File: src/rtl/imuldiv_div_requester_pkg.sv
// Shared constants for the divider requester: divreq function encodings and
// the layout of the 64-bit divresp result word.
package imuldiv_div_requester_pkg;

    localparam logic FUNC_SIGNED   = 1'b0;
    localparam logic FUNC_UNSIGNED = 1'b1;

    localparam int WORD_W   = 32;
    localparam int QUOT_LSB = 0;
    localparam int REM_LSB  = 32;

    // Picks the remainder or quotient half of a divider response.
    function automatic logic [WORD_W-1:0] sel_result(input logic [2*WORD_W-1:0] result,
                                                      input logic                sel_rem);
        return sel_rem ? result[REM_LSB +: WORD_W] : result[QUOT_LSB +: WORD_W];
    endfunction

endpackage

File: src/rtl/imuldiv_div_requester_tagq.sv
// Circular tag FIFO for in-flight divide ops; occupancy kept in an explicit
// count so full and empty never depend on pointer equality.
module imuldiv_DivTagQueue #(
    parameter  int DEPTH = 4,
    parameter  int W     = 6,
    localparam int PW    = $clog2(DEPTH),
    localparam int CW    = PW + 1
) (
    input  logic          clk,
    input  logic          reset,
    input  logic          push,
    input  logic [W-1:0]  wdata,
    input  logic          pop,
    output logic [W-1:0]  rdata,
    output logic          full,
    output logic          empty,
    output logic [CW-1:0] count
);

    logic [W-1:0]  r_mem [DEPTH];
    logic [PW-1:0] r_wr_ptr;
    logic [PW-1:0] r_rd_ptr;
    logic [CW-1:0] r_count;
    logic          w_push;
    logic          w_pop;

    assign full   = (r_count == CW'(DEPTH));
    assign empty  = (r_count == '0);
    assign count  = r_count;
    assign rdata  = r_mem[r_rd_ptr];
    assign w_push = push & ~full;
    assign w_pop  = pop & ~empty;

    // DEPTH is a power of two, so pointer increments wrap naturally.
    always_ff @(posedge clk or negedge reset) begin
        if (!reset) begin
            r_wr_ptr <= '0;
            r_rd_ptr <= '0;
            r_count  <= '0;
            for (int i = 0; i < DEPTH; i++) r_mem[i] <= '0;
        end else begin
            if (w_push) begin
                r_mem[r_wr_ptr] <= wdata;
                r_wr_ptr        <= r_wr_ptr + 1'b1;
            end
            if (w_pop) r_rd_ptr <= r_rd_ptr + 1'b1;
            case ({w_push, w_pop})
                2'b10:   r_count <= r_count + 1'b1;
                2'b01:   r_count <= r_count - 1'b1;
                default: r_count <= r_count;
            endcase
        end
    end

endmodule

File: src/rtl/imuldiv_div_requester.sv
// Issuing end of the divider val/rdy protocol: gates op issue on in-flight
// count and returns quotient or remainder with its tag through one output register.
module imuldiv_div_requester
    import imuldiv_div_requester_pkg::*;
#(
    parameter  int MAX_OUTSTANDING = 4,
    parameter  int DEST_W          = 5,
    localparam int CNT_W           = $clog2(MAX_OUTSTANDING) + 1
) (
    input  logic              clk,
    input  logic              reset,
    input  logic              op_val,
    output logic              op_rdy,
    input  logic              op_fn,
    input  logic              op_sel_rem,
    input  logic [31:0]       op_a,
    input  logic [31:0]       op_b,
    input  logic [DEST_W-1:0] op_dest,
    output logic              divreq_msg_fn,
    output logic [31:0]       divreq_msg_a,
    output logic [31:0]       divreq_msg_b,
    output logic              divreq_val,
    input  logic              divreq_rdy,
    input  logic [63:0]       divresp_msg_result,
    input  logic              divresp_val,
    output logic              divresp_rdy,
    output logic              wb_val,
    input  logic              wb_rdy,
    output logic [31:0]       wb_data,
    output logic [DEST_W-1:0] wb_dest,
    output logic [CNT_W-1:0]  outstanding,
    output logic              err_spurious
);

    logic              w_full;
    logic              w_empty;
    logic              w_issue;
    logic              w_resp_fire;
    logic              w_pop;
    logic [DEST_W:0]   w_tag;
    logic              r_wb_val;
    logic [31:0]       r_wb_data;
    logic [DEST_W-1:0] r_wb_dest;
    logic              r_err;

    assign divreq_msg_fn = op_fn;
    assign divreq_msg_a  = op_a;
    assign divreq_msg_b  = op_b;
    // Full blocks issue even if a pop happens this cycle: no same-cycle bypass.
    assign divreq_val    = op_val & ~w_full;
    assign op_rdy        = divreq_rdy & ~w_full;
    assign w_issue       = op_val & op_rdy;

    assign divresp_rdy   = ~r_wb_val | wb_rdy;
    assign w_resp_fire   = divresp_val & divresp_rdy;
    assign w_pop         = w_resp_fire & ~w_empty;

    imuldiv_DivTagQueue #(
        .DEPTH (MAX_OUTSTANDING),
        .W     (DEST_W + 1)
    ) u_tagq (
        .clk   (clk),
        .reset (reset),
        .push  (w_issue),
        .wdata ({op_sel_rem, op_dest}),
        .pop   (w_pop),
        .rdata (w_tag),
        .full  (w_full),
        .empty (w_empty),
        .count (outstanding)
    );

    always_ff @(posedge clk or negedge reset) begin
        if (!reset) begin
            r_wb_val  <= 1'b0;
            r_wb_data <= '0;
            r_wb_dest <= '0;
            r_err     <= 1'b0;
        end else begin
            if (w_resp_fire) begin
                // A spurious response is accepted but produces no writeback.
                r_wb_val <= w_pop;
                if (w_pop) begin
                    r_wb_data <= sel_result(divresp_msg_result, w_tag[DEST_W]);
                    r_wb_dest <= w_tag[DEST_W-1:0];
                end else begin
                    r_err <= 1'b1;
                end
            end else if (wb_rdy) begin
                r_wb_val <= 1'b0;
            end
        end
    end

    assign wb_val       = r_wb_val;
    assign wb_data      = r_wb_data;
    assign wb_dest      = r_wb_dest;
    assign err_spurious = r_err;

endmodule

File: config.mk
export PLATFORM = sky130hd
export DESIGN_NAME = imuldiv_div_requester
export DESIGN_NICKNAME = d
export VERILOG_FILES = /design/src/rtl/imuldiv_div_requester_pkg.sv /design/src/rtl/imuldiv_div_requester_tagq.sv /design/src/rtl/imuldiv_div_requester.sv
export SDC_FILE = /design/constraint.sdc
export NUM_CORES = 1
export LEC_CHECK = 0
export CAP_MARGIN = 25
export CELL_PAD_IN_SITES_DETAIL_PLACEMENT = 0
export CELL_PAD_IN_SITES_GLOBAL_PLACEMENT = 1
export CORE_AREA = 2 2 96 98
export CTS_CLUSTER_DIAMETER = 100
export DETAILED_ROUTE_END_ITERATION = 10
export DIE_AREA = 0 0 98 100
export DONT_BUFFER_PORTS = 1
export GPL_TIMING_DRIVEN = 0
export PLACE_DENSITY = 0.72
export SLEW_MARGIN = 25
export SYNTH_ARGS = -nofsm -noshare
export SYNTH_HDL_FRONTEND = slang
export SYNTH_SLANG_ARGS = --single-unit
File: constraint.sdc
create_clock -name clk -period 4.05 [get_ports clk]
set_input_delay 0 -clock clk [delete_from_list [all_inputs] [get_ports clk]]
set_output_delay 0 -clock clk [all_outputs]
set_load 0.05 [all_outputs]
Word-level counts from Yosys, hierarchy flattened. Cells that the tools add are included.

Multipliers: 0. Div/mod/pow operators: 0. Mux-type cells: 10. Reductions and logical operators: 6. Order comparisons: 3. Eq/ne operators: 3. Bitwise operators: 14. Shift-type cells: 0. Add/subtract/negate cells: 4.

Operator list (number): $mux W32 (1); $bwmux W24 (1); $mux W6 (3); $bmux W6 S2 (1); $demux W6 S2 (1); $and A1 B1 Y1 (7); $ge A3 B3 Y1 const B (2); $not A2 Y3 (2); $pmux W3 S2 (1); $add A2 B1 Y2 const B (2); $not A1 Y1 (4); $reduce_and A2 Y1 (2); $reduce_bool A2 Y1 (2); $add A3 B1 Y3 const B (1); $eq A3 B3 Y1 const B (1); $logic_not A3 Y1 (1); $lt A3 B1 Y1 const B (1); $sub A3 B1 Y3 const B (1); $eq A2 B1 Y1 const B (1); $eq A2 B2 Y1 const B (1); $mux W1 (2); $logic_and A1 B1 Y1 (1); $or A1 B1 Y1 (1).

RAM bits: 0. Bits in latches: 0. Memory bits (read-only): 0. Word-level logic and storage cells: 51. Input bits: 141. Flip-flop bits (word level): 70. Memories kept: 0.

Depth between registers and ports, before layout.
Depth in word-level cells: 7. Mapped depth: 10. Mapped depth without buffers: 8.

Modules after synthesis. From an unflattened synthesis, not the netlist that was laid out.

Cells, all modules: 285. Area total of the unflattened synthesis: 3942.5 µm².

Modules (own cells, without submodules): imuldiv_div_requester (times used 1, cells each 189, sequential area each 975.9 µm², area each 2501.1 µm²); imuldiv_DivTagQueue (times used 1, cells each 96, sequential area each 775.7 µm², area each 1441.4 µm²).

Worst setup path after synthesis. OpenSTA, ideal clock, no wires.

Path kind: reg-to-reg. Start point: register r_wb_val (netlist: wb_val). End point: register u_tagq.r_count[2] (netlist: u_tagq.count[2]). Data arrival time: 2.716 ns. Period minus slack after synthesis: 2.861 ns. Setup time: 0.144 ns. Path slack: 1.189 ns. Stages on the path, launching flop included: 11. Cells stage by stage: dfrtp_1 > nand2b_1 > nand3_1 > inv_1 > buf_2 > buf_2 > ha_1 > fa_1 > xnor2_1 > nor2_1 > xor2_1.

Longest elaborated chain between the ends: 7. Elaborated cells on any way between the ends: 9. Classes of those cells: eq/ne: 2; mux: 1; bitwise: 5; reduce/logical: 1.

RTL lines: from (decl) (line imuldiv_div_requester.sv:41) `logic r_wb_val;`; from (signal assigned) (line imuldiv_div_requester.sv:82) `r_wb_val <= w_pop;`; $not A1 Y1 (*) (line imuldiv_div_requester.sv:54) `assign divresp_rdy = ~r_wb_val | wb_rdy;`; $or A1 B1 Y1 (*) (line imuldiv_div_requester.sv:54); via divresp_rdy (line imuldiv_div_requester.sv:26) `output logic divresp_rdy,`; $and A1 B1 Y1 (*) (line imuldiv_div_requester.sv:55) `assign w_resp_fire = divresp_val & divresp_rdy;`; $and A1 B1 Y1 (*) (line imuldiv_div_requester.sv:56) `assign w_pop = w_resp_fire & ~w_empty;`; $and A1 B1 Y1 (*) (line imuldiv_div_requester_tagq.sv:32) `assign w_pop = pop & ~empty;`; via u_tagq.w_pop (line imuldiv_div_requester_tagq.sv:25) `logic w_pop;`; $eq A2 B1 Y1 / $eq A2 B2 Y1 (equally long branches) (line imuldiv_div_requester_tagq.sv:47) `case ({w_push, w_pop})`; $pmux W3 S2 / $reduce_bool A2 Y1 (equally long branches); to (signal assigned) (line imuldiv_div_requester_tagq.sv:48) `2'b10: r_count <= r_count + 1'b1;`; to (signal assigned) (line imuldiv_div_requester_tagq.sv:49) `2'b01: r_count <= r_count - 1'b1;`; to (signal assigned) (line imuldiv_div_requester_tagq.sv:50) `default: r_count <= r_count;`; to (decl) (line imuldiv_div_requester_tagq.sv:23) `logic [CW-1:0] r_count;`.

Mark *: on every way through the listed nets, which the timed path passes. The rest lies on a longest branch. A chain may end at the register's enable or synchronous reset.

Worst setup path in the final report.
Start point: register r_wb_val (netlist: wb_val). End point: register u_tagq.r_count[1] (netlist: u_tagq.count[1]).

The elaborated chain is that of the path after synthesis.

==> flow_metrics.env <==
export IMPL_status="completed"
export IMPL_grt_usage_pct=16.7
export IMPL_hold_ws_ps=152
export IMPL_yosys_warnings=0
export IMPL_drc=0
export IMPL_insertion_delay_ps=340
export IMPL_cts_root_buffer="clkbuf_8"
export IMPL_r2r_slack_ps=860
export IMPL_path_depth=8
export IMPL_ys_top_cells_by_area="dfrtp_1 45%, mux2_2 18%, buf_4 13%, mux2_4 12%, mux4_1 3.4%"
export IMPL_max_cap_violations=0
export IMPL_crit_slowest_cell="nand2b_1"
export IMPL_max_vdd_ir_drop_v=0.000365
export IMPL_cpMostUsedCell="buf_2"
export IMPL_synth_seq_cells=70
export IMPL_tns_ps=0
export IMPL_yosys_most_used_dff="dfrtp_1"
export IMPL_rsz0062_at_grt="false"
export IMPL_fin_ws_ps=864
export IMPL_hold_class="input port to flip-flop"
export IMPL_grt_pass1_vias=2402
export IMPL_placementRows=35
export IMPL_h_tree_depth=3
export IMPL_relSlewSlack_pct=54.8
export IMPL_worst_pin_slew_ps=678
export IMPL_grt_ovfl_total=0
export IMPL_fmax_ghz=0.314
export IMPL_arrival_ps=3410
export IMPL_gp_congestion=0.689
export IMPL_reg2reg_to="u_tagq.count[1]"
export IMPL_pre_cts_ws_ps=842
export IMPL_leakagePower_nw=2.30
export IMPL_start_util_pct=43.8
export IMPL_antenna_left=0
export IMPL_yosysMostFrequentCell="dfrtp_1"
export IMPL_wl_per_cell_um=17.4
export IMPL_critPathMaxFanout=10
export IMPL_synth_top_area_share_pct=45.0
export IMPL_powerDensity_mw_per_mm2=903
export IMPL_area_growth_pct=29.1
export IMPL_drive_above_1_share_pct=50.4
export IMPL_clk_path_buf_depth=2
export IMPL_min_period_over_period_pct=78.7
export IMPL_crit_family="simple AND/OR/NAND/NOR gates"
export IMPL_synth_cells=278
export IMPL_ys_top_cells_by_count="70 x dfrtp_1, 65 x buf_4, 64 x mux2_2, 31 x mux2_4"
export IMPL_ys_types=24
export IMPL_path_buf_inv=3
export IMPL_yosysTopAreaCell="dfrtp_1"
export IMPL_vias_per_cell=4.95
export IMPL_die_w_um=98
export IMPL_worstPathRequired_ps=4280
export IMPL_n_antenna_cell=0
export IMPL_drt_pass1_iter_count=4
export IMPL_path_clk_slew_ps=80
export IMPL_min_period_ps=3190
export IMPL_cts_made_buffers=9
export IMPL_finalSetupViolations=0
export IMPL_dp_hpwl_um=5430
export IMPL_synth_edf_count=0
export IMPL_fp_dieH_um=100
export IMPL_async_flop_share_pct=100
export IMPL_cts_tree="yes"
export IMPL_drv_slew=0
export IMPL_grt_pass1_wl_um=12600
export IMPL_syn_num_nets=425
export IMPL_drt_iter0_drc=22
export IMPL_ios=251
export IMPL_nNetsFinal=511
export IMPL_endpoint="u_tagq.count[1]"
export IMPL_antenna_found_initial=0
export IMPL_startpoint_type="flip-flop"
export IMPL_cts_sinks=70
export IMPL_worstSetupStartpoint="wb_val"
export IMPL_yosysSeqAreaShare_pct=45.0
export IMPL_r2r_start="wb_val"
export IMPL_avgSynthCellArea_um2=14.0
export IMPL_path_class="flip-flop to flip-flop"
export IMPL_cp_slowest_stage_delay_ps=590
export IMPL_finalWirelength_um=8340
export IMPL_fin_worst_skew_ps=8.30
export IMPL_cp_cell_sequence="nand2b_1, nand3_1, inv_1, buf_2, buf_2, ha_1, fa_1, mux2_2"
export IMPL_hold_viol=0
export IMPL_r2r_cells=8
export IMPL_end_kind="flip-flop"
export IMPL_io_buffers=0
export IMPL_netlist_area_mm2=0.00390
export IMPL_grt_start_max_net_pins=71
export IMPL_dieArea_mm2=0.00980
export IMPL_core_area_mm2=0.00889
export IMPL_cts_resized=0
export IMPL_dr_total_vias=2377
==> registers in the layout (all words and copies together) (netlist names) <==
name and cells:
wb_data 32, u_tagq.r_mem 24, wb_dest 5, u_tagq.count 3
u_tagq.r_rd_ptr 2, u_tagq.r_wr_ptr 2, err_spurious 1, wb_val 1
==> power breakdown <==
group          internal (mW)  switching [mW]
Combinational           1.16           0.720
Sequential              1.04           0.980
Clock                  0.354           0.285
Total                   2.56            1.99
==> per-stage QoR <==
stage,instance area [um^2],instances,total power [mW],utilization [%]
6_report,5030,480,4.54,56.6
4_1_cts,5030,480,4.59,56.6
2_1_floorplan,3900,278,3.37,-
5_1_grt,5030,480,4.79,56.6
3_5_place_dp,4040,389,3.64,45.4
3_3_place_gp,4040,389,3.59,45.4
==> metal layers <==
metal	global-route usage [%]	routed length, um	vias up
li1	-	-	1080
met1	19.1	3150	1169
met2	29.2	4450	119
met3	5.01	644	9
met4	6.73	92	0
met5	0	0	-
==> placed cells by master (no fill, tap or decap), types with 3 or more instances in the layout <==
cell,instances
nand4_1,5
dfrtp_1,70
dlygate4sd3_1,74
mux2_2,64
clkbuf_8,9
inv_6,3
xnor2_1,5
mux4_1,5
buf_6,4
clkbuf_1,3
ha_1,5
inv_1,4
buf_4,65
mux2_4,31
buf_2,3
==> final cells by class <==
type / instances / area [um^2]
inverters: 4 / 15.0
plain buffers: 75 / 559
flip-flops and latches: 70 / 1750
clock buffers: 9 / 124
clock inverters: 7 / 103
well taps: 111 / 139
repair buffers: 75 / 768
multi-input cells: 129 / 1570
fillers: 717 / 3860
==> cells by family (layout without fill, tap and decap cells) <==
logic type               Yosys count  count (layout)  synth area share (%)
XOR/XNOR                           6               6                  1.35
AND/OR/NAND/NOR                   15              15                  2.25
AO/OA/AOI/OAI                      1               1                 0.193
flip-flops                        70              70                  45.0
buffers and inverters             79             170                  14.7
adder cells (fa/ha/maj)            6               6                  2.12
multiplexers                     101             101                  34.4
==> worst min path at each step <==
stage | start | to | slack [ps] | cells past startpoint
final | divreq_rdy | u_tagq.r_mem[5] | 150 | 2
after global routing | divreq_rdy | u_tagq.r_mem[21] | 150 | 2
after CTS | divreq_rdy | u_tagq.r_mem[19] | 150 | 2
after detailed placement | reset | u_tagq.r_mem[12] | -290 | 0
after global placement | reset | u_tagq.r_mem[12] | -290 | 0
after floorplan | reset | err_spurious | -300 | 0
==> timing repair <==
action	in CTS	in global routing
endpoints found under the hold margin	131	0
setup buffers	0	0
hold buffers	75	0
setup endpoints to repair	0	0
Power figures use the tool's default switching activity.
